$ cat src/rtl/mips_muldiv_unit.sv
// rtl/mips_muldiv_unit.sv - iterative MIPS multiply/divide unit owning HI/LO
//
// Purpose: executes MULT/MULTU (shift-add) and DIV/DIVU (restoring) over XLEN
// RUN cycles, plus MTHI/MTLO writes. Optional macro MULDIV_EARLY_OUT_EN lets a
// multiply leave RUN as soon as the remaining multiplier bits are all zero.
//
// Ports:
//   clk, rst_b             clock; asynchronous active-high reset
//   start, op              operation request (sampled in IDLE); 00 MULT,
//                          01 MULTU, 10 DIV, 11 DIVU
//   rs_data, rt_data       multiplicand/dividend, multiplier/divisor
//   flush                  abort in-flight operation, HI/LO untouched
//   mthi_en, mtlo_en       write wr_data to HI / LO (IDLE only)
//   wr_data                MTHI/MTLO data
//   busy, done, divzero    status; done is a one-cycle result pulse
//   hi, lo                 HI/LO registers
module mips_muldiv_unit #(
  parameter int XLEN  = 32,
  parameter int CNT_W = $clog2(XLEN + 1)
) (
  input  logic            clk,
  input  logic            rst_b,
  input  logic            start,
  input  logic [1:0]      op,
  input  logic [XLEN-1:0] rs_data,
  input  logic [XLEN-1:0] rt_data,
  input  logic            flush,
  input  logic            mthi_en,
  input  logic            mtlo_en,
  input  logic [XLEN-1:0] wr_data,
  output logic            busy,
  output logic            done,
  output logic            divzero,
  output logic [XLEN-1:0] hi,
  output logic [XLEN-1:0] lo
);

  typedef enum logic [1:0] {IDLE, PREP, RUN, FIX} state_t;

  state_t            state_q, state_d;
  logic [1:0]        op_q;
  logic [XLEN-1:0]   rs_q, rt_q;
  logic [XLEN-1:0]   mcand_q;    // multiplicand or divisor magnitude
  logic [XLEN:0]     work_hi_q;  // product upper half / partial remainder
  logic [XLEN-1:0]   work_lo_q;  // multiplier bits + product lower half / quotient
  logic              neg_quot_q, neg_rem_q, dz_q;
  logic [CNT_W-1:0]  cnt_q;

  logic              is_div, is_signed, rt_zero, last_iter, early_done;
  logic [XLEN-1:0]   abs_rs, abs_rt;
  logic [XLEN:0]     mul_sum, div_shift, div_diff;
  logic              div_ge;
  logic [2*XLEN-1:0] prod_raw, prod_aln, prod_fix;

  assign is_div    = op_q[1];
  assign is_signed = ~op_q[0];
  assign rt_zero   = (rt_q == '0);
  assign last_iter = (cnt_q == CNT_W'(XLEN - 1));
  assign abs_rs    = (is_signed && rs_q[XLEN-1]) ? -rs_q : rs_q;
  assign abs_rt    = (is_signed && rt_q[XLEN-1]) ? -rt_q : rt_q;

  // Multiply step: add the multiplicand when the current multiplier bit is set,
  // then the whole {work_hi, work_lo} pair shifts right by one. work_hi's top
  // bit stays zero for multiplies, so the X+1-bit add cannot overflow.
  assign mul_sum   = work_hi_q + (work_lo_q[0] ? {1'b0, mcand_q} : '0);

  // Restoring divide step: shift the next dividend bit into the remainder and
  // subtract the divisor only when it fits.
  assign div_shift = {work_hi_q[XLEN-1:0], work_lo_q[XLEN-1]};
  assign div_ge    = (div_shift >= {1'b0, mcand_q});
  assign div_diff  = div_shift - {1'b0, mcand_q};

  assign prod_raw  = {work_hi_q[XLEN-1:0], work_lo_q};

`ifdef MULDIV_EARLY_OUT_EN
  localparam logic [CNT_W-1:0] XLEN_C = CNT_W'(XLEN);
  logic [XLEN-1:0] mrem_q;  // multiplier bits not yet consumed
  // After k iterations with no multiplier bits left, the pair holds the full
  // product shifted left by the XLEN-k skipped positions.
  assign early_done = !is_div && ((mrem_q >> 1) == '0);
  assign prod_aln   = prod_raw >> (XLEN_C - cnt_q);
`else
  assign early_done = 1'b0;
  assign prod_aln   = prod_raw;
`endif

  assign prod_fix  = neg_quot_q ? -prod_aln : prod_aln;

  always_ff @(posedge clk or posedge rst_b) begin
    if (rst_b) state_q <= IDLE;
    else       state_q <= state_d;
  end

  always_comb begin
    state_d = state_q;
    busy    = (state_q != IDLE);
    case (state_q)
      IDLE:    if (start) state_d = PREP;
      PREP:    state_d = (is_div && rt_zero) ? FIX : RUN;
      RUN:     if (last_iter || early_done) state_d = FIX;
      FIX:     state_d = IDLE;
      default: state_d = IDLE;
    endcase
    if (flush && state_q != IDLE) state_d = IDLE;
  end

  always_ff @(posedge clk or posedge rst_b) begin
    if (rst_b) begin
      op_q       <= '0;
      rs_q       <= '0;
      rt_q       <= '0;
      mcand_q    <= '0;
      work_hi_q  <= '0;
      work_lo_q  <= '0;
      neg_quot_q <= 1'b0;
      neg_rem_q  <= 1'b0;
      dz_q       <= 1'b0;
      cnt_q      <= '0;
      done       <= 1'b0;
      divzero    <= 1'b0;
      hi         <= '0;
      lo         <= '0;
`ifdef MULDIV_EARLY_OUT_EN
      mrem_q     <= '0;
`endif
    end else begin
      done <= 1'b0;
      if (state_q == IDLE) begin
        if (mthi_en) hi <= wr_data;
        if (mtlo_en) lo <= wr_data;
        if (start) begin
          op_q    <= op;
          rs_q    <= rs_data;
          rt_q    <= rt_data;
          divzero <= 1'b0;
        end
      end else if (!flush) begin
        case (state_q)
          PREP: begin
            neg_quot_q <= is_signed & (rs_q[XLEN-1] ^ rt_q[XLEN-1]);
            neg_rem_q  <= is_signed & rs_q[XLEN-1];
            dz_q       <= is_div & rt_zero;
            cnt_q      <= '0;
            work_hi_q  <= '0;
            if (is_div) begin
              mcand_q   <= abs_rt;
              work_lo_q <= abs_rs;
            end else begin
              mcand_q   <= abs_rs;
              work_lo_q <= abs_rt;
            end
`ifdef MULDIV_EARLY_OUT_EN
            mrem_q <= abs_rt;
`endif
          end
          RUN: begin
            cnt_q <= cnt_q + 1'b1;
            if (is_div) begin
              work_hi_q <= div_ge ? div_diff : div_shift;
              work_lo_q <= {work_lo_q[XLEN-2:0], div_ge};
            end else begin
              work_hi_q <= {1'b0, mul_sum[XLEN:1]};
              work_lo_q <= {mul_sum[0], work_lo_q[XLEN-1:1]};
            end
`ifdef MULDIV_EARLY_OUT_EN
            mrem_q <= mrem_q >> 1;
`endif
          end
          FIX: begin
            done <= 1'b1;
            if (dz_q) begin
              hi      <= rs_q;
              lo      <= '1;
              divzero <= 1'b1;
            end else if (is_div) begin
              lo <= neg_quot_q ? -work_lo_q : work_lo_q;
              hi <= neg_rem_q ? -work_hi_q[XLEN-1:0] : work_hi_q[XLEN-1:0];
            end else begin
              hi <= prod_fix[2*XLEN-1:XLEN];
              lo <= prod_fix[XLEN-1:0];
            end
          end
          default: ;
        endcase
      end
    end
  end

endmodule

$ cat config.mk
export PLATFORM = sky130hd
export DESIGN_NAME = mips_muldiv_unit
export DESIGN_NICKNAME = d
export VERILOG_FILES = /design/src/rtl/mips_muldiv_unit.sv
export SDC_FILE = /design/constraint.sdc
export NUM_CORES = 1
export LEC_CHECK = 0
export ABC_CLOCK_PERIOD_IN_PS = 19000
export CORE_MARGIN = 10
export CORE_UTILIZATION = 50
export CTS_BUF_LIST = sky130_fd_sc_hd__clkbuf_8
export DETAILED_ROUTE_END_ITERATION = 8
export GPL_ROUTABILITY_DRIVEN = 0
export PLACE_DENSITY = 0.81
export REMOVE_ABC_BUFFERS = 1
export SLEW_MARGIN = 20
export SYNTH_ARGS = -nofsm -noshare
export SYNTH_HDL_FRONTEND = slang
export SYNTH_SLANG_ARGS = --single-unit
$ cat constraint.sdc
create_clock -name clk -period 19 [get_ports clk]
set_clock_uncertainty 0.1 [all_clocks]
set_input_delay 3.8 -clock clk [delete_from_list [all_inputs] [get_ports clk]]
set_output_delay 3.8 -clock clk [all_outputs]
set_load 0.02 [all_outputs]
==> Yosys cells after proc, flatten, opt, wreduce, memory -nomap -nowiden <==
Cells that the tools add are included.
{ "classes": {"n_reduce_logical": 17, "n_eq_ne": 10, "bitwise_logic": 7, "order_cmp": 1, "n_addsub": 8, "mux": 39} }
{ "ops": {"columns": ["op", "n"], "rows": [
  ["2-to-1 mux 32 bit", 20],
  ["negation 32 bit", 4],
  ["2-to-1 mux 33 bit", 2],
  ["case mux 33 bit (2 select lines)", 1],
  ["2-to-1 mux 64 bit", 1],
  ["negation 64 bit", 1],
  ["case mux 32 bit (2 select lines)", 1],
  ["adder 33 x 32 -> 33 bit", 1],
  [">= comparator 33 x 32 -> 1 bit", 1],
  ["subtractor 33 x 32 -> 33 bit", 1],
  ["logical NOT 32 bit", 1],
  ["case mux 6 bit (2 select lines)", 1],
  ["AND reduction 3 bit", 4],
  ["2-to-1 mux 1 bit", 9],
  ["case mux 2 bit (4 select lines)", 1],
  ["nonzero test 2 bit", 4],
  ["adder 6 x 1 -> 6 bit (second input constant)", 1],
  ["equality test 6 x 5 -> 1 bit (second input constant)", 1],
  ["2-to-1 mux 2 bit", 3],
  ["inequality test 2 bit (second input constant)", 3],
  ["inequality test 3 bit (second input constant)", 2],
  ["equality test 2 bit (second input constant)", 2],
  ["logical AND 1 bit", 4],
  ["AND reduction 2 bit", 2],
  ["other kinds (7)", 11]
]} }
{ "word_totals": {"output_inout_bits": 67, "elab_cells": 97, "reg_bits": 240, "input_bits": 104} }

==> Depth between registers and ports, before layout <==
{ "logic_depth": {"depth_word": 7, "depth_mapped": 14, "ltp_nobuf": 13} }

==> Worst setup path before layout <==
OpenSTA, ideal clock, no wires.
{ "synth_timing": {"path_kind": "input to register", "from": "input flush", "to": "register work_hi_q[31]", "path_buffers": 1, "arrival_ns": 5.356, "setup_slack_ns": 13.480, "setup_ns": 0.065, "required_ns": 18.835, "cell_stages": 8, "path_cell_list": "nand2b_1 clkbuf_1 nor2_1 nand2_1 nor4b_1 a22o_1 a221o_1 a211o_1"} }
{ "synth_between": {"elab_chain_cells": 2} }
{ "synth_lines": {"columns": ["item", "line_no", "text"], "rows": [
  ["start, declared", "27", "input logic flush,"],
  ["inverter 1 bit (no line)", null, null],
  ["AND reduction 3 bit (no line)", null, null],
  ["end signal, assigned", "159", "work_hi_q <= div_ge ? div_diff : div_shift;"],
  ["end signal, assigned", "162", "work_hi_q <= {1'b0, mul_sum[XLEN:1]};"],
  ["end, declared", "44", "logic [XLEN:0] work_hi_q;"]
]} }
No other way between the ends.
A chain may end at the register's enable or synchronous reset.

==> Worst setup path after layout <==
Ends and elaborated chain as after synthesis.

==> flow_summary_export.csv <==
group,metric,value,unit
power,max-vdd-ir-drop,133,µV
synthesis,seq_area_frac_synth,34.5,%
die,core_area,34500,µm²
routing,ant_nets,0,
die,chipHeight,206,µm
clock_network,clock-sinks,240,
die,dieWidth,206,µm
clock_network,htreeDepth,2,
synthesis,avgSynthCellArea,8.68,µm²
synthesis,synth_top_cell_area_share,34.5,%
synthesis,ys_warn_count,0,
sta,tightest_slew,1100,ps
setup_path,cp_slowest_cell,"buf_4",
setup_path,required,19340,ps
setup_path,critPathArrivalTime,7000,ps
cells_and_area,mostFrequentLayoutCells,"242 x nand2_1, 239 x dfrtp_1, 174 x nor2_1",
global_route,grt-ovfl-total,0,
synthesis,async_flop_share,100,%
routing,dr_wl_met3,7410,µm
synthesis,ys_types,81,
job,max_cap_viol_count,0,
routing,routedWlPerCell,23.1,µm
synthesis,ys_top_cells_by_area,"dfrtp_1 35%, nand2_1 5.3%, ha_1 5.3%, xnor2_1 4.7%, mux2_2 4.5%",
sta,setup-tns-final,0,ps
routing,drc_errors,0,
die,ioPinCount,171,
clock_network,hold_buffers,0,
global_route,grt_max_degree,97,
setup_path,critPathMaxFanout,72,
setup_path,cp-end-kind,"flop",
setup_path,crit_buf_inv,2,
min_path,hold_depth,2,
cells_and_area,final_common_cell,"nand2_1",
clock_network,clockBufferDepth,3,
cells_and_area,drive_above_1_share,9.45,%
routing,wl_met1,22600,µm
routing,met2_length,26600,µm
cells_and_area,antenna-diode-count,0,
synthesis,ys_ff_latch,240,
die,num_rows,68,
routing,top_layer_used,"met4",
placement,port_buffers,170,
clock_network,cts_tree,"built",
synthesis,synth-edff-count,0,
placement,pre_cts_slack,11880,ps
routing,dr.pass1.iters,9,
clock_network,path_clk_slew,70,ps
synthesis,synthAdderAreaFrac,5.48,%
setup_path,worstSetupPathType,"input pin to flop",
clock_network,cts_setup_buffers,0,
routing,routed_wl,60300,µm
sta,hold_viol_final,0,
synthesis,syn_inst,2003,
synthesis,synth_top_family_by_area,"compound AO/OA/AOI/OAI gates",
synthesis,netlist_area,17400,µm²
clock_network,cts_made_buffers,40,
synthesis,synth_compound_area_share,21.3,%
die,dieArea,42600,µm²
power,leakage,8.81,nW
global_route,grt_pass1_vias,16504,
sta,grt_setup_unrepaired,"no",
power,power.density,206,nW/µm²
synthesis,synth.largest_area_cell,"dfrtp_1",
routing,viasPerCell,6.58,
sta,relSlewSlack,26.2,%
sta,fmax,150,MHz
placement,placed_area,19400,µm²
synthesis,yosys.area_share.simple,16.8,%
global_route,grt_pass1_wl,93100,µm
sta,timing.final.crit_share,35.1,%
sta,final-setup-viol-count,0,
synthesis,synth_xor_area_share,8.81,%
sta,finalCriticalPeriod,6660,ps
sta,setup_ws,12340,ps
setup_path,cpPeakStageDelay,650,ps
routing,initialDrtViolationCount,2133,
status,status,"completed",
setup_path,reg2reg_depth,12,
global_route,grtUsageTotal,27.6,%
sta,slew_violations,0,
synthesis,ys.flop_type,"dfrtp_1",
clock_network,ctsResizeCount,0,
setup_path,start_kind,"input pin",
placement,post-dp-hpwl,44100,µm
cells_and_area,area_delta_synth_final,16.5,%
die,start_util,50.5,%
clock_network,worstSkewPairLatency,580,ps
synthesis,synthMuxAreaShare,9.25,%
clock_network,cts-root-buf,"clkbuf_8",
setup_path,critPathTopFamily,"buffers and inverters",
routing,vias,17190,
cells_and_area,fin_nets,2310,
setup_path,cp.depth,9,
global_route,antenna_found_initial,0,
setup_path,path_cells,"clkdlybuf4s50_1 > nand2b_2 > buf_4 > nor2_1 > nand2_1 > nor4b_1 > a22o_1 > a221o_1 > a211o_1",
cells_and_area,stdcell_area,20300,µm²
min_path,min_path_type,"flop to flop",
[registers in the layout, indices dropped and copies added (netlist names)]
register and count:
hi 32, lo 32, rt_q 32, work_hi_q 33, state_q 2, done 1, mcand_q 32, divzero 1
neg_rem_q 1, cnt_q 6, work_lo_q 32, dz_q 1, neg_quot_q 1, rs_q 32, op_q 2
[logic make-up (layout without fill, tap and decap cells)]
logic type               count (synthesis)  after routing
AO/OA/AOI/OAI                          579            579
adder cells (fa/ha/maj)                 75             75
AND/OR/NAND/NOR                        632            632
XOR/XNOR                               175            175
multiplexers                           127            127
buffers and inverters                  175            331
flip-flops                             240            240
[per-layer routing]
layer / GRT usage (%) / vias up
met5: 0 / -
met4: 15.0 / 0
met3: 8.04 / 264
met2: 43.1 / 1182
met1: 33.7 / 8209
li1: - / 7535
[worst reg2reg max path: cells and delay by family, from the launching register on]
family / cells / cell delay, ps
AOI/OAI and AO/OA: 7 / 2330
buffers and inverters: 1 / 860
and+or+nand+nor: 2 / 520
DFF: 1 / 460
adders and majority gates: 1 / 260
muxes: 1 / 150
[worst paths after layout]
| check | from | end | slack, ps |
|---|---|---|---|
| min in group asynchronous | rst_b | rt_q[18] | 3610 |
| max in group asynchronous | rst_b | work_hi_q[12] | 13640 |
| min reg2reg | lo[0] | lo[0] | 380 |
| max reg2reg | work_lo_q[0] | work_hi_q[31] | 14180 |
| min | lo[0] | lo[0] | 380 |
| max | flush | work_hi_q[31] | 12340 |
[area by class of cell]
class,count,area [µm²]
clock buffer,52,716
clock inverter,18,83.8
fill,2890,14200
inverter,71,274
multi-input combinational,1588,10800
sequential,240,6010
tap,455,569
timing repair buffer,190,1850
[cells in the mapped netlist (14+ instances only)]
master	instances
a211oi_1	17
a21o_1	24
a21oi_1	134
a221oi_1	14
a31oi_1	14
and3_1	16
clkbuf_1	92
dfrtp_1	240
ha_1	73
inv_1	70
mux2_2	70
mux2i_1	37
mux4_2	20
nand2_1	244
nand2b_1	21
nand3_1	25
nor2_1	175
nor3_1	33
nor4_1	17
o211ai_1	18
o21ai_0	139
o21ai_1	42
o221ai_1	21
o22ai_1	32
o31ai_1	25
o41ai_1	14
or3_1	25
xnor2_1	93
xor2_1	82
[where the power goes]
group          switching, W  internal [W]  total (W)
Combinational       0.00157       0.00105    0.00262
Sequential         0.000345      0.000745    0.00109
Clock              0.000223      0.000245   0.000468
[stage by stage]
| stage | hold WS (ps) | util, % | power (W) | std cells |
|---|---|---|---|---|
| finish | 383 | 58.8 | 0.00417 | 2614 |
| global route | 406 | 58.8 | 0.00441 | 2614 |
| CTS | 385 | 58.8 | 0.00408 | 2614 |
| detailed placement | 370 | 56.4 | 0.00360 | 2544 |
| global placement | 356 | 56.4 | 0.00352 | 2544 |
| floorplan | 339 | - | 0.00274 | 1899 |
No activity file was read; power rests on OpenSTA's default activity.
